--- config.mk ---
export PLATFORM = sky130hd
export DESIGN_NAME = ddr4_v2_2_20_mc_act_arb_ap
export DESIGN_NICKNAME = d
export VERILOG_FILES = /design/src/rtl/ddr4_v2_2_20_mc_act_arb_ap.sv
export SDC_FILE = /design/constraint.sdc
export NUM_CORES = 1
export LEC_CHECK = 0
export ABC_AREA = 1
export BUFFER_PORTS_ARGS = -buffer_cell sky130_fd_sc_hd__buf_2
export CAP_MARGIN = 20
export CORE_MARGIN = 2
export CORE_UTILIZATION = 54
export DETAILED_ROUTE_END_ITERATION = 6
export PLACE_DENSITY = 0.78
export SKIP_LAST_GASP = 1
export SYNTH_ARGS = -nofsm -noshare
export SYNTH_HDL_FRONTEND = slang
export SYNTH_SLANG_ARGS = --single-unit
--- constraint.sdc ---
create_clock -name clk -period 2.3 [get_ports clk]
set_clock_uncertainty 0.15 [all_clocks]
set_input_delay 0.23 -clock clk [delete_from_list [all_inputs] [get_ports clk]]
set_output_delay 0.23 -clock clk [all_outputs]
set_load 0.02 [all_outputs]
--- src/rtl/ddr4_v2_2_20_mc_act_arb_ap.sv ---
// Round-robin activate arbiter over four group slots with tRRD/tFAW pacing.
// sel/winValid are registered; grant is the combinational accept pulse back to the winner.
module ddr4_v2_2_20_mc_act_arb_ap #(
  parameter int unsigned TRRD = 4,
  parameter int unsigned TFAW = 16
) (
  input  logic       clk,
  input  logic       rst_n,
  input  logic [3:0] req,
  input  logic       cmdRdy,
  output logic [3:0] sel,
  output logic       winValid,
  output logic [3:0] grant,
  output logic       rrdBlock,
  output logic       fawBlock
);

  localparam logic [3:0] RrdLoad = 4'(TRRD - 1);
  localparam logic [5:0] FawLoad = 6'(TFAW - 1);

  logic [1:0]      ptr_q, ptr_d;
  logic [3:0]      rrd_q, rrd_d;
  logic [3:0][5:0] faw_q, faw_d;
  logic [3:0]      sel_d;
  logic            win_valid_d;
  logic            rrd_block_d, faw_block_d;

  logic            accept;
  logic [1:0]      grant_idx;
  logic [3:0]      elig;
  logic [3:0]      cand;
  logic            cand_any;
  logic            rrd_ok, faw_ok;
  logic            faw_loaded;
  logic [3:0]      faw_busy;
  logic [5:0]      faw_dec;
  logic [1:0]      scan;

  assign grant  = rst_n ? (sel & req & {4{winValid & cmdRdy}}) : 4'b0000;
  assign accept = |grant;

  always_comb begin
    grant_idx = 2'd0;
    for (int i = 0; i < 4; i++) begin
      if (grant[i]) grant_idx = 2'(i);
    end
  end

  assign ptr_d = accept ? grant_idx : ptr_q;

  // Counter values describe the cycle after this edge, so a pick made now is legal when it lands.
  always_comb begin
    if (accept) rrd_d = RrdLoad;
    else if (rrd_q != 4'd0) rrd_d = rrd_q - 4'd1;
    else rrd_d = 4'd0;
  end

  assign rrd_ok = (rrd_d == 4'd0);

  always_comb begin
    faw_loaded = 1'b0;
    faw_d      = faw_q;
    faw_busy   = 4'b0000;
    faw_dec    = 6'd0;
    for (int i = 0; i < 4; i++) begin
      faw_dec  = (faw_q[i] != 6'd0) ? faw_q[i] - 6'd1 : 6'd0;
      faw_d[i] = faw_dec;
      if (accept && !faw_loaded && faw_dec == 6'd0) begin
        faw_d[i]   = FawLoad;
        faw_loaded = 1'b1;
      end
      faw_busy[i] = (faw_d[i] != 6'd0);
    end
  end

  assign faw_ok = ~&faw_busy;

  // The just-granted group is masked so its still-high level request is not picked again.
  assign elig = req & ~grant;

  always_comb begin
    cand     = 4'b0000;
    cand_any = 1'b0;
    scan     = 2'd0;
    for (int k = 1; k <= 4; k++) begin
      scan = ptr_d + 2'(k);
      if (!cand_any && elig[scan]) begin
        cand[scan] = 1'b1;
        cand_any   = 1'b1;
      end
    end
  end

  always_comb begin
    sel_d       = 4'b0000;
    win_valid_d = 1'b0;
    rrd_block_d = 1'b0;
    faw_block_d = 1'b0;
    if (winValid && !accept) begin
      if (|(sel & req)) begin
        sel_d       = sel;
        win_valid_d = 1'b1;
      end
    end else begin
      rrd_block_d = cand_any & ~rrd_ok;
      faw_block_d = cand_any & ~faw_ok;
      if (cand_any && rrd_ok && faw_ok) begin
        sel_d       = cand;
        win_valid_d = 1'b1;
      end
    end
  end

  always_ff @(posedge clk) begin
    if (!rst_n) begin
      ptr_q    <= 2'd3;
      rrd_q    <= 4'd0;
      faw_q    <= '0;
      sel      <= 4'b0000;
      winValid <= 1'b0;
      rrdBlock <= 1'b0;
      fawBlock <= 1'b0;
    end else begin
      ptr_q    <= ptr_d;
      rrd_q    <= rrd_d;
      faw_q    <= faw_d;
      sel      <= sel_d;
      winValid <= win_valid_d;
      rrdBlock <= rrd_block_d;
      fawBlock <= faw_block_d;
    end
  end

endmodule

==> results.py <==
metrics = {
    "clock_network": {
        "clk_latency_ns": 0.30,
        "root_buffer": "clkbuf_8",
        "cts_buffers": 5,
        "h-tree-depth": 2,
        "numClockSinks": 37,
        "cts_tree": "built",
        "clock_path_buffers": 2,
        "clkSlewWorstSetupHoldPaths_ns": 0.08,
        "cts_hold_buf": 0,
    },
    "synthesis": {
        "yosys_register_bits": 37,
        "ys_seq_area_share_pct": 30.9,
        "yosysMostFrequentCell": "nand2_1",
        "ys_warn_count": 0,
        "synth_ff_type": "dfxtp_1",
        "async_reset_ff_share_pct": 0,
        "synth_top_area_cell": "dfxtp_1",
        "syn_area_um2": 2400,
        "syn_nets": 392,
        "syn_inst": 371,
        "yosys-top-cells-area": "dfxtp_1 31%, nand2_1 13%, nand3_1 9.4%, nor2_1 8.9%, inv_1 8.1%",
        "synth_top_area_share_pct": 30.9,
        "ys_types": 31,
        "synth_commonest_cells": "86 x nand2_1, 57 x nor2_1, 52 x inv_1",
        "synth_edf_count": 0,
        "avgSynthCellArea_um2": 6.47,
    },
    "detailed_routing": {
        "vias": 2555,
        "drc": 0,
        "wl_per_cell_um": 13.6,
        "drtIter0Drc": 194,
        "dr.pass1.iters": 4,
        "ant_nets": 0,
        "routed_wl_um": 6430,
        "viasPerCell": 5.39,
    },
    "setup_path": {
        "critPathTopFamily": "simple AND/OR/NAND/NOR gates",
        "path_buf_inv": 3,
        "critical_path_required_ns": 2.32,
        "ff2ff_path_depth": 15,
        "rr_startpoint": "winValid",
        "critPathLaunchType": "register",
        "crit_type": "register to register",
        "r2r_slack_ns": 0.007,
        "slowest_stage": "dfxtp_4",
        "r2r-end": "sel[3]",
        "critPathCaptureType": "register",
        "arrival_ns": 2.31,
        "critical_path_peak_fanout": 6,
        "path_cells": "nand3_4 > a21o_2 > nand3_4 > nand2_4 > inv_2 > ha_4 > inv_4 > nand3_4 > buf_4 > nand3_1 > nand2_1 > nor2_1 > nand2_1 > nand2_2 > a21oi_2",
        "crit_top_cell": "nand3_4",
        "crit_path_max_incr_delay_ns": 0.37,
    },
    "place": {
        "dpl.hpwl_um": 4060,
        "dp_cells": 451,
        "postPlaceCellArea_um2": 2690,
        "place.gp.congestion": 0.862,
        "dp_slack_ns": -0.0822,
        "io_buffers": 17,
    },
    "grt": {
        "antenna_found_initial": 0,
        "grt_max_degree": 33,
        "grt_usage_pct": 23.4,
        "grt-ovfl-total": 0,
        "grt_pass1_wl_um": 9540,
        "grt_pass1_vias": 2334,
    },
    "die": {
        "rows": 24,
        "initial_core_util_pct": 55.5,
        "core_area_um2": 4320,
        "die_x_um": 70.7,
        "die-area_um2": 4990,
        "fp.dieH_um": 70.7,
        "pin_count": 18,
    },
    "timing": {
        "maxSlewViolCount": 0,
        "hold_violations": 0,
        "rsz0062_at_grt": "true",
        "final.setup.worst_slack_ns": 0.00652,
        "max_slew_margin_pct": 65.3,
        "fin_crit_sh_pct": 99.7,
        "fmax_ghz": 0.436,
        "period_minus_slack_ns": 2.29,
        "worst_pin_slew_ns": 0.514,
        "setup_tns_ns": 0,
        "setup_viol": 0,
    },
    "layout": {
        "final_nets": 442,
        "final_cells": 474,
        "design_area_um2": 3180,
        "area_growth_pct": 32.5,
        "diodes": 0,
        "drive_gt1_share_pct": 33.4,
    },
    "hold_path": {
        "hp-start": "rst_n",
        "min_to": "ptr_q[0]",
        "whs_path_depth": 3,
        "hold_path_class": "input port to register",
    },
    "pwr": {
        "p_leak_uw": 0.00155,
        "powerDensity_nw_per_um2": 1360,
        "vdd_drop_max_mv": 0.858,
    },
    "status": {
        "status": "finished clean",
    },
    "run": {
        "max-cap-violations": 0,
    },
}
==> cells in the final DEF (no fill, tap or decap), types with 11 or more instances in the layout <==
cell     instances
nor2_1          45
inv_2           11
inv_1           42
buf_2           17
nand3_1         37
a21oi_1         24
buf_4           29
nand2_2         18
nand2_1         73
dfxtp_1         31
==> power breakdown <==
part / internal (uW) / switching [uW]
Sequential: 858 / 173
Clock: 393 / 247
Combinational: 1090 / 1570
Total: 2350 / 1990
==> worst max-delay path by stage <==
stage,start,end,slack [ns],cells past startpoint
2_1_floorplan,winValid,sel[1],0.01,16
6_report,winValid,sel[3],0.007,15
5_1_grt,faw_q[1],sel[3],-0.17,18
3_5_place_dp,faw_q[0],sel[3],-0.08,18
4_1_cts,faw_q[18],winValid,0.02,15
3_3_place_gp,faw_q[0],sel[1],-0.06,18
==> sequential cells by signal, indices dropped and copies added, names as in the netlist <==
signal / count
fawBlock: 1
faw_q: 24
ptr_q: 2
rrdBlock: 1
rrd_q: 4
sel: 4
winValid: 1
==> per-layer routing <==
metal  wire, um  vias to the layer above  global-route usage, %
met5          0                        -                      0
met4        198                        0                   8.18
met3        288                       27                   4.56
met2       3490                       81                   43.4
met1       2450                     1159                   26.6
li1           -                     1288                      -
==> cells by family (layout without fill, tap and decap cells) <==
| family | Yosys count | after routing | share of synthesized area [%] |
|---|---|---|---|
| AOI/OAI and AO/OA | 42 | 42 | 9.96 |
| xor gates and xnor gates | 2 | 2 | 0.730 |
| adders and majority gates | 14 | 14 | 7.30 |
| buffers and inverters | 59 | 110 | 9.23 |
| DFF | 37 | 37 | 30.9 |
| and+or+nand+nor | 217 | 217 | 41.9 |
==> what timing repair did <==
item / in CTS / in global routing
resized for setup: 2 / 70
endpoints found under the setup margin: 5 / 7
pin swaps: 2 / 36
buffers inserted: 2 / 13
==> per-stage QoR <==
stage                     hold WS, ns  util, %  total power, uW
final                           0.159     73.5             4330
after global routing            0.163     73.5             4710
after CTS                       0.147     65.7             3560
after detailed placement        0.329     62.1             2850
after global placement          0.325     62.1             2790
after floorplan                 0.149        -             2460
==> worst register-to-register path, stage by stage (launching register included) <==
cell and delay (ns):
dfxtp_4 0.37, nand3_4 0.13, a21o_2 0.26, nand3_4 0.08, nand2_4 0.05, inv_2 0.06
ha_4 0.22, inv_4 0.07, nand3_4 0.11, buf_4 0.16, nand3_1 0.07, nand2_1 0.07
nor2_1 0.15, nand2_1 0.09, nand2_2 0.07, a21oi_2 0.05
==> final cells by class <==
type | count | area (um^2)
multi-input cells | 275 | 1710
repair buffers | 46 | 303
clock buffers | 6 | 93.8
well taps | 52 | 65.1
clock inverters | 2 | 38.8
flip-flops and latches | 37 | 751
fillers | 338 | 1140
inverters | 56 | 218
Note: power is estimated with default switching activity, not from simulation.
